File: src/rtl/tx_bit_serialiser.sv
// Byte-to-bit serialiser for the tx path: shifts frame bytes out LSB first and
// optionally appends a CRC_A (ISO 14443-A) trailer, low byte first.
module tx_bit_serialiser #(
   parameter logic [15:0] CRC_INIT = 16'h6363,
   parameter logic [15:0] CRC_POLY = 16'h8408
) (
   input  logic       clk,
   input  logic       rst,
   input  logic [7:0] in_data,
   input  logic       in_data_valid,
   input  logic [2:0] in_data_bits,
   input  logic       in_append_crc,
   output logic       in_req,
   output logic       out_bit,
   output logic       out_bit_valid,
   output logic       out_bit_last,
   input  logic       out_bit_req
);

   typedef enum logic [1:0] {StIdle, StData, StCrc} state_e;

   state_e      state_q, state_d;
   logic [7:0]  shift_q, shift_d;
   logic [15:0] crc_q, crc_d;
   logic [4:0]  cnt_q, cnt_d;
   logic        more_q, more_d;
   logic        append_q, append_d;
   logic        full_q, full_d;
   logic        req_q, req_d;
   logic        samp_q, samp_d;
   logic        valid_q, valid_d;

   logic        consume;
   logic        crc_fb;
   logic [15:0] crc_step;

   assign consume  = valid_q & out_bit_req;
   assign crc_fb   = crc_q[0] ^ shift_q[0];
   assign crc_step = (crc_q >> 1) ^ (crc_fb ? CRC_POLY : 16'h0000);

   always_comb begin
      state_d  = state_q;
      shift_d  = shift_q;
      crc_d    = crc_q;
      cnt_d    = cnt_q;
      more_d   = more_q;
      append_d = append_q;
      full_d   = full_q;
      valid_d  = valid_q;
      req_d    = 1'b0;
      samp_d   = req_q;
      unique case (state_q)
         StIdle: begin
            if (in_data_valid) begin
               shift_d  = in_data;
               append_d = in_append_crc;
               crc_d    = CRC_INIT;
               req_d    = 1'b1;
               valid_d  = 1'b0;
               state_d  = StData;
            end
         end
         StData: begin
            // The source answers an in_req one cycle later; that answer says
            // whether the byte being shifted is the last one.
            if (samp_q) begin
               more_d  = in_data_valid;
               full_d  = in_data_valid | (in_data_bits == 3'd0);
               cnt_d   = (in_data_valid || in_data_bits == 3'd0) ? 5'd8 : {2'b00, in_data_bits};
               valid_d = 1'b1;
            end else if (consume) begin
               shift_d = shift_q >> 1;
               crc_d   = crc_step;
               cnt_d   = cnt_q - 5'd1;
               if (cnt_q == 5'd1) begin
                  if (more_q) begin
                     shift_d = in_data;
                     req_d   = 1'b1;
                     valid_d = 1'b0;
                  end else if (append_q && full_q) begin
                     cnt_d   = 5'd16;
                     state_d = StCrc;
                  end else begin
                     valid_d = 1'b0;
                     state_d = StIdle;
                  end
               end
            end
         end
         StCrc: begin
            if (consume) begin
               crc_d = crc_q >> 1;
               cnt_d = cnt_q - 5'd1;
               if (cnt_q == 5'd1) begin
                  valid_d = 1'b0;
                  state_d = StIdle;
               end
            end
         end
         default: begin
            valid_d = 1'b0;
            state_d = StIdle;
         end
      endcase
   end

   always_ff @(posedge clk) begin
      if (rst) begin
         state_q  <= StIdle;
         shift_q  <= 8'h00;
         crc_q    <= CRC_INIT;
         cnt_q    <= 5'd0;
         more_q   <= 1'b0;
         append_q <= 1'b0;
         full_q   <= 1'b0;
         req_q    <= 1'b0;
         samp_q   <= 1'b0;
         valid_q  <= 1'b0;
      end else begin
         state_q  <= state_d;
         shift_q  <= shift_d;
         crc_q    <= crc_d;
         cnt_q    <= cnt_d;
         more_q   <= more_d;
         append_q <= append_d;
         full_q   <= full_d;
         req_q    <= req_d;
         samp_q   <= samp_d;
         valid_q  <= valid_d;
      end
   end

   assign in_req        = req_q;
   assign out_bit_valid = valid_q;
   assign out_bit       = (state_q == StCrc)  ? crc_q[0] :
                          (state_q == StData) ? shift_q[0] : 1'b0;
   assign out_bit_last  = valid_q & (cnt_q == 5'd1) &
                          ((state_q == StCrc) |
                           ((state_q == StData) & ~more_q & ~(append_q & full_q)));

endmodule

File: config.mk
export PLATFORM = sky130hd
export DESIGN_NAME = tx_bit_serialiser
export DESIGN_NICKNAME = d
export VERILOG_FILES = /design/src/rtl/tx_bit_serialiser.sv
export SDC_FILE = /design/constraint.sdc
export NUM_CORES = 1
export LEC_CHECK = 0
export BUFFER_PORTS_ARGS = -buffer_cell sky130_fd_sc_hd__buf_4
export CORE_ASPECT_RATIO = 1.4
export CORE_MARGIN = 2
export CORE_UTILIZATION = 30
export CTS_CLUSTER_DIAMETER = 80
export CTS_CLUSTER_SIZE = 25
export DETAILED_ROUTE_END_ITERATION = 7
export SLEW_MARGIN = 20
export SYNTH_ARGS = -nofsm -noshare
export SYNTH_HDL_FRONTEND = slang
export SYNTH_SLANG_ARGS = --single-unit
File: constraint.sdc
create_clock -name clk -period 2.6 [get_ports clk]
set_clock_uncertainty 0.1 [all_clocks]
set_input_delay 0.52 -clock clk [delete_from_list [all_inputs] [get_ports clk]]
set_output_delay 0.52 -clock clk [all_outputs]
set_load 0.02 [all_outputs]
==> results.md, run 1 <==
* Run status: finished clean
* Finished Core Util at 0.361
* Internal power of the cells at 1.09 mW
* Count of buffers from port buffering at 19
* First-pass GRT wire length at ~7000 um
* Part of the Yosys area used for sequential elements at 0.396
* Core region area at just over 0.006 mm2
* Top cell type by total area after synthesis: sky130_fd_sc_hd__dfxtp_1
* Number of buffers added by the clock tree synthesis step at 5
* Layout Nets at 261
* TritonCTS clock tree: yes
* Count of TritonRoute iterations in the first routing pass at 4
* Fraction of final layout cells sized beyond drive strength 1 at 0.179
* Post-detailed-routing wire length at 4140 um
* Peak Freq at 439 MHz
* Number of enable flip-flop cells after synthesis at 0
* Area Overhead vs Synth at 18.2%
* Num ports at 20
* Detailed placer's ending HPWL at roughly 3000 um
* Detailed Route Iter0 Violations at 61
* Maximum number of pins on one net before global-route repair at 29
* Max cap viols at 0
* Antenna diode count at 0
* Combined area of all synthesized cells at 0.00187 mm2
* Non-filler cells in the finished layout at about 310
* Sum of negative setup slack at 0 ns
* Final number of hold-violating endpoints at 0
* Placement Cell Area at 0.00209 mm2
* Relative slew slack at 0.662
* Hold buffers post-CTS at 0
* Tightest Hold Check Type: reg2reg
* CP max stage cell: sky130_fd_sc_hd__nor4b_1
* Ratio of routed vias to standard cells at approximately 5.3
* Critical path's top delay family: simple AND/OR/NAND/NOR gates
* Buffer depth of the longest clock path at 2
* Final setup violation count at 0
* Proportion of netlist area held by the largest area contributor at 0.396
* Flops & latches, synth at 37
* Post-route cell area at ~0.0022 mm2
* Top library cells by usage in the layout, fill and taps aside: sky130_fd_sc_hd__dfxtp_1, sky130_fd_sc_hd__a21oi_1, sky130_fd_sc_hd__nand2_1
* Die width at 70.8 um
* Largest stage delay, worst path at between 0.3 and 0.4 ns
* Worst hold-check slack at about 0.35 ns
* Worst endpoint data arrival time at ~1.7 ns
* RSZ-0062 raised after global routing: no
* Clock slew at the register clock pins of the worst setup and hold paths at approximately 0.08 ns
* Worst vdd rail ir drop at 0.000203 V
* Critical path buffers and inverters at 2
* Number of gates resized after CTS at 0
* Overflow left after global routing at 0
* Routability cong. at 0.844
* Distinct cell type count after synthesis at 43
* Final Max Slew Viols at 0
* Pleak at 0.835 nW
* Largest cells by area after synthesis: sky130_fd_sc_hd__dfxtp_1, sky130_fd_sc_hd__a21oi_1, sky130_fd_sc_hd__nand2_1, sky130_fd_sc_hd__a211o_1, sky130_fd_sc_hd__ha_1
* Filler cell count at approximately 640
* Critical path class: reg2out
* Minimum period implied by the final worst setup slack at ~2.3 ns
* Total via count in the routed design at 1642
* Initial antenna violation count at 0
* Cell total after placement at ~300
* Pwr dens at 697 mW/mm2
* Required time reported for the critical path endpoint at ~2.0 ns
* Clock root cell: sky130_fd_sc_hd__clkbuf_8
* Later-pin clock latency in the skew report at slightly below 0.3 ns
* Switching power at approximately 0.45 mW
* Clock Sinks at 37
* Number of cell rows at 34
* Post-synth ARST share at 0
* Warning count from the yosys run at 0
* Setup crit end kind: output port
* Post-CTS Setup Bufs at 0
* Switching Share at 0.292
* Synthesized Nets at between 200 and 250
* H-tree Lvls at 2
* Die H at 97.5 um
* Most frequent standard cell in the layout excluding fill and tap cells: sky130_fd_sc_hd__dfxtp_1
* DIE AREA at approximately 0.0069 mm2
* Clock network fraction of design power at 0.340
* Sequential group share of total power at 0.431
* Initial cell density of the core at 0.306
* CP cell instances: inv_1, ha_1, nor4b_1, nand2_1, nor2_1, buf_4
* Startpoint types: flop
* Most used flip-flop cell after synthesis: sky130_fd_sc_hd__dfxtp_1
* Fraction of power consumed by combinational cells at 0.229
* Number of global-route vias before repair at approximately 1500
* Post-DR wirelength/cell at between 10 and 15 um
* Maximum fanout count along the critical path at 3
* Synthesized netlist cell count at approximately 220
* Global routing usage summed across all routing layers at 0.123
* Mean Syn Cell Area at approximately 8.5 um2
* DRC violations left at 0
* Number of nets with antenna violations after routing at 0
* Post-route fraction of the period consumed by the critical path at 0.876
* Transition time at the pin with the least slew margin at 0.507 ns
sequential cells by signal, indices dropped and copies added, names as in the netlist:
name,cells
samp_q,1
in_req,1
cnt_q,5
shift_q,8
out_bit_valid,1
more_q,1
state_q,2
crc_q,16
full_q,1
append_q,1
worst reg2reg max path, stage by stage, from the launching register on:
cell and delay [ns]:
sky130_fd_sc_hd__dfxtp_1 0.33, sky130_fd_sc_hd__inv_1 0.09, sky130_fd_sc_hd__ha_1 0.18, sky130_fd_sc_hd__or4b_1 0.59
sky130_fd_sc_hd__o41a_4 0.44, sky130_fd_sc_hd__a221oi_1 0.32, sky130_fd_sc_hd__a211oi_1 0.08
power by group through the flow:
stage	Combinational (mW)	Sequential, mW	Clock, mW
finish	0.353	0.665	0.524
global route	0.397	0.673	0.563
CTS	0.359	0.665	0.539
detailed placement	0.358	0.678	0
global placement	0.353	0.677	0
floorplan	0.264	0.670	0
synthesized netlist by cell type, types with 2 or more instances:
master,count
sky130_fd_sc_hd__o21ai_0,15
sky130_fd_sc_hd__a211o_1,9
sky130_fd_sc_hd__buf_1,3
sky130_fd_sc_hd__nor3_1,3
sky130_fd_sc_hd__buf_2,3
sky130_fd_sc_hd__a21oi_1,30
sky130_fd_sc_hd__mux2_2,2
sky130_fd_sc_hd__nand3_1,6
sky130_fd_sc_hd__dfxtp_1,37
sky130_fd_sc_hd__mux2i_1,7
sky130_fd_sc_hd__a211oi_1,4
sky130_fd_sc_hd__a32oi_1,2
sky130_fd_sc_hd__a31oi_1,4
sky130_fd_sc_hd__nand2b_1,2
sky130_fd_sc_hd__nor2b_1,2
sky130_fd_sc_hd__a221oi_1,2
sky130_fd_sc_hd__clkbuf_1,8
sky130_fd_sc_hd__or3_2,2
sky130_fd_sc_hd__nand2_1,27
sky130_fd_sc_hd__nor2_1,9
sky130_fd_sc_hd__ha_1,6
sky130_fd_sc_hd__inv_1,11
sky130_fd_sc_hd__nand4_1,7
through the flow:
stage	worst slack, ns	total power, mW
after floorplan	0.415	0.935
after global placement	0.409	1.03
after detailed placement	0.372	1.04
after CTS	0.305	1.56
after global routing	0.207	1.63
final	0.324	1.54
final cells by class:
| type | instances | area (um2) | share of cell area |
|---|---|---|---|
| Sequential cell | 37 | 741 | 0.335 |
| Multi-Input combinational cell | 159 | 1030 | 0.467 |
| Timing Repair Buffer | 25 | 188 | 0.0848 |
| Clock inverter | 2 | 37.5 | 0.0170 |
| Clock buffer | 6 | 82.6 | 0.0373 |
| Inverter | 11 | 41.3 | 0.0187 |
| Tap cell | 72 | 90.1 | 0.0407 |
cell families (layout without fill, tap and decap cells):
logic type / after synthesis / in the layout / share of synthesized area
buffers and inverters: 25 / 44 / 0.0521
DFF: 37 / 37 / 0.396
muxes: 9 / 9 / 0.0495
AOI/OAI and AO/OA: 76 / 76 / 0.279
xor gates and xnor gates: 1 / 1 / 0.00468
and+or+nand+nor: 67 / 67 / 0.178
adders and majority gates: 6 / 6 / 0.0401
per-layer routing:
metal	part of all wire	routed length (um)	vias to the layer above	global-route usage
li1	-	-	845	-
met1	0.45	1850	770	0.155
met2	0.51	2130	22	0.206
met3	0.026	108	5	0.0197
met4	0.014	57	0	0.0522
met5	0	0	-	0
worst paths after layout:
kind | start | endpoint | slack [ns] | cells past startpoint
worst min-delay path | crc_q[2] | crc_q[2] | 0.35 | 2
worst max register to register | cnt_q[1] | cnt_q[1] | 0.35 | 6
worst max-delay path | cnt_q[1] | out_bit_last | 0.32 | 6
worst min register to register | crc_q[2] | crc_q[2] | 0.35 | 2
Note: power is estimated with default switching activity, not from simulation.
==> run 2, diff against run 1 <==
Settings changed: PLACE_DENSITY set to 0.56.
==> run 2 against run 1 <==
Against the previous run: sequential share of layout area grew 0.19 points; fmax shrank 1.2%; critical path depth is the same; power shrank 1.8%; clock-buffer cell count shrank 1; die area is the same; routed wire length grew 0.19%; largest cell class unchanged.
==> results.md, run 2 (same netlist as run 1, synthesis figures left out) <==
* Run status: finished clean
* Die H at approximately 97 um
* Ratio of routed vias to standard cells at 5.21
* Core region area at 0.00613 mm2
* Reg2reg path depth at 6
* Minimum period implied by the final worst setup slack at approximately 2.3 ns
* Clock slew at the register clock pins of the worst setup and hold paths at roughly 0.08 ns
* Post-CTS Setup Bufs at 0
* Count of buffers from port buffering at 19
* Maximum number of pins on one net before global-route repair at 29
* Area of the multi-input gates at slightly above 0.001 mm2
* Hold buffers post-CTS at 0
* Post-DR wirelength/cell at 13.3 um
* Cell total after placement at 303
* Busiest metal layer after global routing: met2
* Number of gates resized after CTS at 0
* Peak Freq at roughly 430 MHz
* Registers with the highest flip-flop counts: crc_q x16, shift_q x8, cnt_q x5
* Largest stage delay, worst path at 0.41 ns
* Area Overhead vs Synth at 17.6%
* Reg-to-reg slack, setup at 0.36 ns
* Post-route fraction of the period consumed by the critical path at 0.886
* Transition time at the pin with the least slew margin at about 0.5 ns
* Launch instance of the worst register-to-register path: cnt_q[1]
* Non-filler cells in the finished layout at slightly above 300
* Final setup violation count at 0
* Routability cong. at 0.812
* Setup crit end kind: output port
* Filler cell count at about 660
* Critical path buffers and inverters at 2
* Pre-CTS worst setup slack at roughly 0.38 ns
* Detailed Route Iter0 Violations at 62
* Pwr dens at between 600 and 700 mW/mm2
* Relative slew slack at 0.665
* Final number of hold-violating endpoints at 0
* Number of cell rows at 34
* Number of buffers added by the clock tree synthesis step at 5
* Tightest Hold Check Type: reg2reg
* Least setup slack across all paths after layout at just under 0.3 ns
* Global routing usage summed across all routing layers at 0.120
* Total via count in the routed design at approximately 1600
* DRC violations left at 0
* Met3 global-route usage at 0.0218
* Register area at 741 um2
* Layout Nets at 260
* Worst hold path cell count at 2
* Critical path class: reg2out
* Flip-flop count of the largest register, all copies and words added at 16
* Post-detailed-routing wire length at roughly 4200 um
* Num ports at 20
* Number of nets with antenna violations after routing at 0
* Worst vdd rail ir drop at around 0.00024 V
* Top library cells by usage in the layout, fill and taps aside: sky130_fd_sc_hd__dfxtp_1, sky130_fd_sc_hd__a21oi_1, sky130_fd_sc_hd__nand2_1
* Fraction of final layout cells sized beyond drive strength 1 at 0.176
* CP cell instances: inv_1, ha_1, nor4b_1, nand2_1, nor2_1, buf_4
* CP max stage cell: sky130_fd_sc_hd__nor4b_1
* Clock Sinks at 37
* RSZ-0062 raised after global routing: no
* Most flop-heavy register: crc_q
* Met2 Track Usage GR at 0.206
* HP Start: crc_q[2]
* DIE AREA at slightly below 0.007 mm2
* Detailed placer's ending HPWL at between 3000 and 4000 um
* Startpoint types: flop
* Later-pin clock latency in the skew report at around 0.29 ns
* Final Max Slew Viols at 0
* Worst Hold End: crc_q[2]
* Maximum fanout count along the critical path at 3
* H-tree Lvls at 2
* Max cap viols at 0
* Global routing usage on met1 at 0.148
* TritonCTS clock tree: yes
* Die width at 70.8 um
* Critical path's top delay family: simple AND/OR/NAND/NOR gates
* Worst reg2reg path endpoint: cnt_q[1]
* Initial cell density of the core at 0.306
* First-pass GRT wire length at roughly 6700 um
* Antenna diode count at 0
* Initial antenna violation count at 0
* Number of global-route vias before repair at 1454
* Sum of negative setup slack at 0 ns
* Pleak at between 0.8 and 0.9 nW
* Required time reported for the critical path endpoint at just under 2 ns
* Count of TritonRoute iterations in the first routing pass at 4
* Buffer depth of the longest clock path at 2
* Clock root cell: sky130_fd_sc_hd__clkbuf_8
* Overflow left after global routing at 0
* Power after layout at roughly 1.5 mW
* Finished Core Util at 0.359
* Most frequent standard cell in the layout excluding fill and tap cells: sky130_fd_sc_hd__dfxtp_1
* Worst endpoint data arrival time at 1.68 ns
[run 2: layout make-up]
cell class	instances	area share
well taps	72	0.0409
clock inverters	3	0.0210
clock buffers	5	0.0313
inverters	11	0.0188
flip-flops and latches	37	0.337
repair buffers	24	0.0819
multi-input cells	159	0.470
[run 2: routing by layer]
metal  share of wire  routed length (um)
met2            0.51                2100
met4           0.013                  55
met3           0.024                 101
met1            0.46                1900
met5               0                   0
[run 2: worst reg2reg max path, stage by stage (launching register included)]
cell and delay [ns]:
sky130_fd_sc_hd__dfxtp_1 0.33, sky130_fd_sc_hd__inv_1 0.09, sky130_fd_sc_hd__ha_1 0.18, sky130_fd_sc_hd__or4b_1 0.59, sky130_fd_sc_hd__o41a_4 0.44, sky130_fd_sc_hd__a221oi_1 0.31, sky130_fd_sc_hd__a211oi_1 0.08
[run 2: worst max path at each step]
stage                from            to  slack [ns]  cells past startpoint
2_1_floorplan  state_q[0]      crc_q[0]        0.41                      7
3_3_place_gp     cnt_q[1]      cnt_q[1]        0.39                      6
3_5_place_dp     cnt_q[1]      cnt_q[1]        0.38                      6
4_1_cts        state_q[1]       out_bit        0.30                      6
5_1_grt          cnt_q[1]  out_bit_last        0.21                      6
6_report         cnt_q[1]  out_bit_last        0.30                      6
[run 2: where the power goes]
group          internal [mW]  switching, mW  leakage [nW]
Sequential             0.629         0.0357         0.303
Combinational          0.151          0.199         0.469
Clock                  0.287          0.213        0.0543
[run 2: metrics by stage]
stage,cell area (um2),hold WS (ns)
3_3_place_gp,2090,0.342
5_1_grt,2200,0.383
4_1_cts,2200,0.356
3_5_place_dp,2090,0.345
2_1_floorplan,1870,0.332
6_report,2200,0.353
